**src/rtl/icache_if.sv**
```systemverilog
// Fetch and memory-controller signal bundle for the instruction cache.
// The cache is the slave side; the fetch unit and memory controller together act as master.
interface icache_if;
    // Every *_En signal is a one-cycle pulse with no back-pressure: a payload is
    // valid only while its En is high, and each pulse is one event. The cache
    // raises at most one oMC_En until iMC_En returns, and the fetcher issues no
    // new iIF_En until oIF_En answers.
    logic        iIF_En;
    logic [31:0] iIF_Pc;
    logic        iClr;
    logic        oIF_En;
    logic [31:0] oIF_Ins;
    logic        oMC_En;
    logic [31:0] oMC_Pc;
    logic        iMC_En;
    logic [31:0] iMC_Ins;

    modport master (
        output iIF_En, iIF_Pc, iClr, iMC_En, iMC_Ins,
        input  oIF_En, oIF_Ins, oMC_En, oMC_Pc
    );

    modport slave (
        input  iIF_En, iIF_Pc, iClr, iMC_En, iMC_Ins,
        output oIF_En, oIF_Ins, oMC_En, oMC_Pc
    );
endinterface

```
**src/rtl/icache.sv**
```systemverilog
// Direct-mapped instruction cache with one-word lines and a single outstanding fill.
// Defining IC_PREFETCH_EN adds a next-line prefetch after each demand fill.
module icache #(
    parameter int IDX_W = 6
) (
    input  logic       clk,
    input  logic       rst,
    input  logic       en,
    icache_if.slave    bus,
    output logic [1:0] dbg_state
);
    localparam int NL    = 1 << IDX_W;
    localparam int TAG_W = 30 - IDX_W;

`ifdef IC_PREFETCH_EN
    typedef enum logic [1:0] {IDLE = 2'd0, MISS = 2'd1, PREF = 2'd2} state_t;
`else
    typedef enum logic [1:0] {IDLE = 2'd0, MISS = 2'd1} state_t;
`endif

    state_t state_q, state_n;

    logic [31:0]      data_mem [NL];
    logic [TAG_W-1:0] tag_mem  [NL];
    logic [NL-1:0]    valid_q;

    logic [31:0] req_q, req_n;
    logic        pend_q, pend_n;
    logic [31:0] pend_pc_q, pend_pc_n;
    logic        drop_q, drop_n;
    logic        oif_en_q, oif_en_n;
    logic [31:0] oif_ins_q, oif_ins_n;
    logic        omc_en_q, omc_en_n;
    logic [31:0] omc_pc_q, omc_pc_n;

    logic             we;
    logic [IDX_W-1:0] wr_idx;
    logic [31:0]      lk_pc;
    logic [IDX_W-1:0] lk_idx;
    logic             lk_hit;
    logic             unused_bits;

    // A replayed pending request takes priority over the live fetch port.
    assign lk_pc  = pend_q ? pend_pc_q : bus.iIF_Pc;
    assign lk_idx = lk_pc[IDX_W+1:2];
    assign lk_hit = valid_q[lk_idx] && (tag_mem[lk_idx] == lk_pc[31:IDX_W+2]);
    assign wr_idx = req_q[IDX_W+1:2];
    assign unused_bits = &{1'b0, lk_pc[1:0], req_q[1:0]};

`ifdef IC_PREFETCH_EN
    logic [31:0]      pf_pc;
    logic [IDX_W-1:0] pf_idx;
    logic             pf_hit;

    assign pf_pc  = req_q + 32'd4;
    assign pf_idx = pf_pc[IDX_W+1:2];
    assign pf_hit = valid_q[pf_idx] && (tag_mem[pf_idx] == pf_pc[31:IDX_W+2]);
`endif

    assign bus.oIF_En  = oif_en_q;
    assign bus.oIF_Ins = oif_ins_q;
    assign bus.oMC_En  = omc_en_q;
    assign bus.oMC_Pc  = omc_pc_q;
    assign dbg_state   = state_q;

    always_comb begin
        state_n   = state_q;
        req_n     = req_q;
        pend_n    = pend_q;
        pend_pc_n = pend_pc_q;
        drop_n    = drop_q;
        oif_en_n  = 1'b0;
        oif_ins_n = oif_ins_q;
        omc_en_n  = 1'b0;
        omc_pc_n  = omc_pc_q;
        we        = 1'b0;
        case (state_q)
            IDLE: begin
                if (bus.iClr) begin
                    pend_n = 1'b0;
                end else if (pend_q || bus.iIF_En) begin
                    pend_n = 1'b0;
                    if (lk_hit) begin
                        oif_en_n  = 1'b1;
                        oif_ins_n = data_mem[lk_idx];
                    end else begin
                        omc_en_n = 1'b1;
                        omc_pc_n = {lk_pc[31:2], 2'b00};
                        req_n    = {lk_pc[31:2], 2'b00};
                        drop_n   = 1'b0;
                        state_n  = MISS;
                    end
                end
            end
            MISS: begin
                if (bus.iClr) drop_n = 1'b1;
                if (bus.iMC_En) begin
                    we        = 1'b1;
                    oif_en_n  = !(drop_q || bus.iClr);
                    oif_ins_n = bus.iMC_Ins;
                    drop_n    = 1'b0;
                    state_n   = IDLE;
`ifdef IC_PREFETCH_EN
                    if (!pf_hit) begin
                        omc_en_n = 1'b1;
                        omc_pc_n = pf_pc;
                        req_n    = pf_pc;
                        state_n  = PREF;
                    end
`endif
                end
            end
`ifdef IC_PREFETCH_EN
            PREF: begin
                if (bus.iClr) begin
                    pend_n = 1'b0;
                end else if (bus.iIF_En && !pend_q) begin
                    pend_n    = 1'b1;
                    pend_pc_n = bus.iIF_Pc;
                end
                if (bus.iMC_En) begin
                    we      = 1'b1;
                    state_n = IDLE;
                end
            end
`endif
            default: state_n = IDLE;
        endcase
    end

    always_ff @(posedge clk) begin
        if (rst) begin
            state_q   <= IDLE;
            valid_q   <= '0;
            req_q     <= '0;
            pend_q    <= 1'b0;
            pend_pc_q <= '0;
            drop_q    <= 1'b0;
            oif_en_q  <= 1'b0;
            oif_ins_q <= '0;
            omc_en_q  <= 1'b0;
            omc_pc_q  <= '0;
        end else if (en) begin
            state_q   <= state_n;
            req_q     <= req_n;
            pend_q    <= pend_n;
            pend_pc_q <= pend_pc_n;
            drop_q    <= drop_n;
            oif_en_q  <= oif_en_n;
            oif_ins_q <= oif_ins_n;
            omc_en_q  <= omc_en_n;
            omc_pc_q  <= omc_pc_n;
            if (we) valid_q[wr_idx] <= 1'b1;
        end
    end

    // Line storage has no reset; the valid bits alone qualify its contents.
    always_ff @(posedge clk) begin
        if (!rst && en && we) begin
            data_mem[wr_idx] <= bus.iMC_Ins;
            tag_mem[wr_idx]  <= req_q[31:IDX_W+2];
        end
    end
endmodule

```
**src/flat_wrapper.sv**
```systemverilog
// flat-port wrapper written by rule: the top's interface ports become plain ports
module icache_flat 
#(
    parameter int IDX_W = 6
)
  (clk, rst, en, dbg_state, bus_iIF_En, bus_iIF_Pc, bus_iClr, bus_iMC_En, bus_iMC_Ins, bus_oIF_En, bus_oIF_Ins, bus_oMC_En, bus_oMC_Pc);
  icache_if bus_i ();
  input  logic clk;
  input  logic rst;
  input  logic en;
  output logic [1:0] dbg_state;
  input wire logic [$bits(bus_i.iIF_En)-1:0] bus_iIF_En;
  input wire logic [$bits(bus_i.iIF_Pc)-1:0] bus_iIF_Pc;
  input wire logic [$bits(bus_i.iClr)-1:0] bus_iClr;
  input wire logic [$bits(bus_i.iMC_En)-1:0] bus_iMC_En;
  input wire logic [$bits(bus_i.iMC_Ins)-1:0] bus_iMC_Ins;
  output wire logic [$bits(bus_i.oIF_En)-1:0] bus_oIF_En;
  output wire logic [$bits(bus_i.oIF_Ins)-1:0] bus_oIF_Ins;
  output wire logic [$bits(bus_i.oMC_En)-1:0] bus_oMC_En;
  output wire logic [$bits(bus_i.oMC_Pc)-1:0] bus_oMC_Pc;
  assign bus_i.iIF_En = bus_iIF_En;
  assign bus_i.iIF_Pc = bus_iIF_Pc;
  assign bus_i.iClr = bus_iClr;
  assign bus_i.iMC_En = bus_iMC_En;
  assign bus_i.iMC_Ins = bus_iMC_Ins;
  assign bus_oIF_En = bus_i.oIF_En;
  assign bus_oIF_Ins = bus_i.oIF_Ins;
  assign bus_oMC_En = bus_i.oMC_En;
  assign bus_oMC_Pc = bus_i.oMC_Pc;
  icache #(.IDX_W(IDX_W)) u_core (.clk(clk), .rst(rst), .en(en), .bus(bus_i), .dbg_state(dbg_state));
endmodule
```
**config.mk**
```make
export PLATFORM = sky130hd
export DESIGN_NAME = icache_flat
export DESIGN_NICKNAME = d
export VERILOG_FILES = /design/src/rtl/icache_if.sv /design/src/rtl/icache.sv /design/src/flat_wrapper.sv
export SDC_FILE = /design/constraint.sdc
export NUM_CORES = 2
export LEC_CHECK = 0
export CELL_PAD_IN_SITES_DETAIL_PLACEMENT = 0
export CELL_PAD_IN_SITES_GLOBAL_PLACEMENT = 1
export CORE_ASPECT_RATIO = 1.75
export CORE_UTILIZATION = 30
export CTS_CLUSTER_SIZE = 30
export DETAILED_ROUTE_END_ITERATION = 16
export PLACE_DENSITY_LB_ADDON = 0.3
export SETUP_SLACK_MARGIN = 0.2
export SLEW_MARGIN = 20
export SYNTH_ARGS = -nofsm -noshare
export SYNTH_HDL_FRONTEND = slang
export SYNTH_SLANG_ARGS = --single-unit
```
**constraint.sdc**
```tcl
create_clock -name clk -period 4.8 [get_ports clk]
set_clock_uncertainty 0.2 [all_clocks]
set_input_delay 0.48 -clock clk [delete_from_list [all_inputs] [get_ports clk]]
set_output_delay 0.48 -clock clk [all_outputs]
set_load 0.01 [all_outputs]
```
==> reports/qor.csv <==
stage;metric;value;unit
final_layout;multi_input_area;0.0311;mm2
synthesis;synthCells;6357;
sta;finalHoldViolations;0;
sta;worstMarginPinSlew;1.34;ns
clock_network;cts_setup_buffers;0;
global_route;grt_pass1_vias;73300;
clock_network;htreeDepth;5;
sta;setup_viol;0;
final_layout;fin_nets;7108;
pwr;leakagePower;50.5;nW
synthesis;ys_types;74;
drt;drt_iter0_drc;7499;
sta;timing.hold.ws;0.0798;ns
sta;setup_ws;0.308;ns
sta;period_minus_slack;4.49;ns
worst_setup_path;worstPathCellList;mux4_2, mux4_2, mux2i_1, mux2i_1, xor2_1, nor3_1, buf_4, nand4_1, nor4_4, buf_12, a21oi_4, buf_12, mux2_2;
worst_setup_path;critPathKind;register to register;
clock_network;cts_buffers;327;
synthesis;yosysTopAreaCellShare;75.2;%
clock_network;cts_tree;yes;
drt;antenna_left;0;
clock_network;ctsHoldBuffers;12;
pwr;ir_drop;0.000281;V
synthesis;syn_area;0.143;mm2
synthesis;ys_seq_elements;3714;
clock_network;clock_path_buffers;4;
worst_setup_path;critPathRequiredTime;5.41;ns
drt;vias;69900;
final_layout;area_delta_synth_final;17.6;%
clock_network;cts.sink_count;3714;
global_route;antenna_found_initial;31;
drt;wirelength;458000;um
clock_network;insertion_delay;0.94;ns
placed_design;dp.cells;12900;
sta;rsz0062_at_grt;false;
floorplanning;die-area;0.480;mm2
synthesis;synthAdderAreaFrac;0;%
synthesis;syn_area_per_cell;22.5;um2
synthesis;synth_commonest_cells;3,584 x edfxtp_1, 950 x mux4_2, 343 x mux2i_1;
sta;slew_headroom;10.7;%
hold_path;hold_path_class;primary input to register;
synthesis;synth_compound_area_share;1.74;%
final_layout;drive_above_1_share;30.0;%
sta;slew_viol_final;0;
final_layout;final_cell_count_no_fill;13500;
placed_design;dp_slack;-0.376;ns
synthesis;ys_warn_count;0;
placed_design;dp_hpwl;275000;um
worst_setup_path;max_stage_delay;0.52;ns
global_route;grt_usage;18.9;%
worst_setup_path;critPathSlowestCell;mux4_2;
floorplanning;row_count;335;
drt;first_pass_iters;8;
run;max_cap_violations;0;
floorplanning;io_pins;138;
drt;drc_errors;0;
worst_setup_path;cp.arrival;5.10;ns
synthesis;synth_seq_area_share;77.1;%
global_route;grt_pass1_wl;624000;um
floorplanning;die_y;916;um
worst_setup_path;cp_max_fo;18;
synthesis;synthTopCellsByArea;edfxtp_1 75%, mux4_2 15%, mux2i_1 2.4%;
synthesis;synthMuxAreaShare;17.7;%
global_route;grt_remaining_overflow;0;
synthesis;synth_most_common_cell;edfxtp_1;
sta;finalCritPeriodShare;93.6;%
clock_network;cts.clk_slew.worst_paths;0.07;ns
pwr;powerDensity;391;mW/mm2
drt;wl_per_cell;33.8;um
synthesis;synth_top_family_by_area;multiplexers;
global_route;grt_max_degree;145;
clock_network;root_buffer;clkbuf_16;
floorplanning;die_w;524;um
sta;tns;0;ns
floorplanning;coreArea;0.475;mm2
floorplanning;initial_core_util;30.1;%
final_layout;n_fill_cell;43500;
clock_network;post_cts_resized;0;
sta;fmax;223;MHz
synthesis;synth_xor_area_share;0.0857;%
synthesis;synthFlopType;edfxtp_1;
placed_design;portBuffers;132;
synthesis;synth_edf_count;3584;
final_layout;seq_area;0.110;mm2
worst_setup_path;crit_path_start_kind;register;
synthesis;yosys.area_share.simple;1.81;%
placed_design;gp_congestion;0.815;
synthesis;yosysTopAreaCell;edfxtp_1;
outcome;status;complete, no violations;
drt;routed_via_density;5.16;
worst_setup_path;end_kind;register;
synthesis;async_flop_share;0;%
[cell usage in the layout, fill, tap and decap left out, types with 30 or more instances in the layout]
master	n
edfxtp_1	3584
mux4_2	950
buf_4	387
mux2i_1	343
clkbuf_16	335
buf_12	185
a22oi_1	110
dfxtp_1	106
o22ai_1	95
clkdlybuf4s50_1	93
nand2b_1	71
nand2_1	69
inv_1	66
nor2_4	65
clkbuf_1	63
nand3_1	61
nor2_1	60
clkinv_2	56
nor2b_1	50
mux2_2	48
clkinv_1	43
bufinv_16	36
dlygate4sd3_1	30
[stage by stage]
step	util [%]	area [um2]	total power [mW]
3_5_place_dp	33.1	157000	39.3
5_1_grt	35.4	168000	67.5
3_3_place_gp	33.1	157000	39.3
6_report	35.4	168000	65.9
4_1_cts	35.4	168000	66.4
2_1_floorplan	-	143000	37.9
[power by group]
group	leakage [nW]	switching [mW]	internal, mW
logic	13.8	1.84	1.30
registers	31.6	0.0300	35.4
clock network	5.24	12.2	15.1
[metal layers]
metal / vias up / track usage, % / share of wire [%]
li1: 28200 / - / -
met1: 38800 / 22.4 / 37
met2: 2243 / 34.8 / 54
met3: 583 / 2.47 / 4.9
met4: 14 / 6.49 / 3.6
met5: - / 0 / 0.023
[critical path: cells and delay by family (launching register included)]
kind	cells	cell delay (ns)
AO/OA/AOI/OAI	1	0.09
XOR/XNOR	1	0.20
buffers and inverters	3	0.59
flip-flops	1	0.38
multiplexers	5	1.71
AND/OR/NAND/NOR	3	1.14
[path summary, 6_finish.rpt]
kind                          startpoint                endpoint  slack, ns  cells after the start
hold / removal            bus_iIF_Pc[31]        u_core.req_q[31]       0.08                      3
setup reg to reg  u_core.tag_mem[16][17]  u_core.bus.oIF_Ins[22]       0.31                     13
hold reg to reg       u_core.valid_q[27]      u_core.valid_q[27]       0.27                      2
setup / recovery  u_core.tag_mem[16][17]  u_core.bus.oIF_Ins[22]       0.31                     13
[logic make-up (layout without fill, tap and decap cells)]
logic type                after synthesis  after routing
AOI/OAI and AO/OA                     351            351
xor gates and xnor gates               14             14
buffers and inverters                 438           1378
DFF                                  3714           3714
muxes                                1343           1343
other                                   1             12
and+or+nand+nor                       496            496
[registers in the layout, summed over array words and instances, names as in the netlist]
signal              cells
u_core.data_mem      2048
u_core.tag_mem       1536
u_core.valid_q         64
u_core.bus.oIF_Ins     32
u_core.req_q           30
u_core.bus.oIF_En       1
u_core.bus.oMC_En       1
u_core.dbg_state        1
u_core.drop_q           1
[final cells by class]
type,count,area share [%]
Antenna cell,9,0.0134
Clock buffer,414,5.25
Clock inverter,176,1.16
Inverter,72,0.168
Multi-Input combinational cell,2207,18.5
Sequential cell,3714,65.5
Tap cell,6234,4.63
Timing Repair Buffer,716,4.76
No activity file was read; power rests on OpenSTA's default activity.
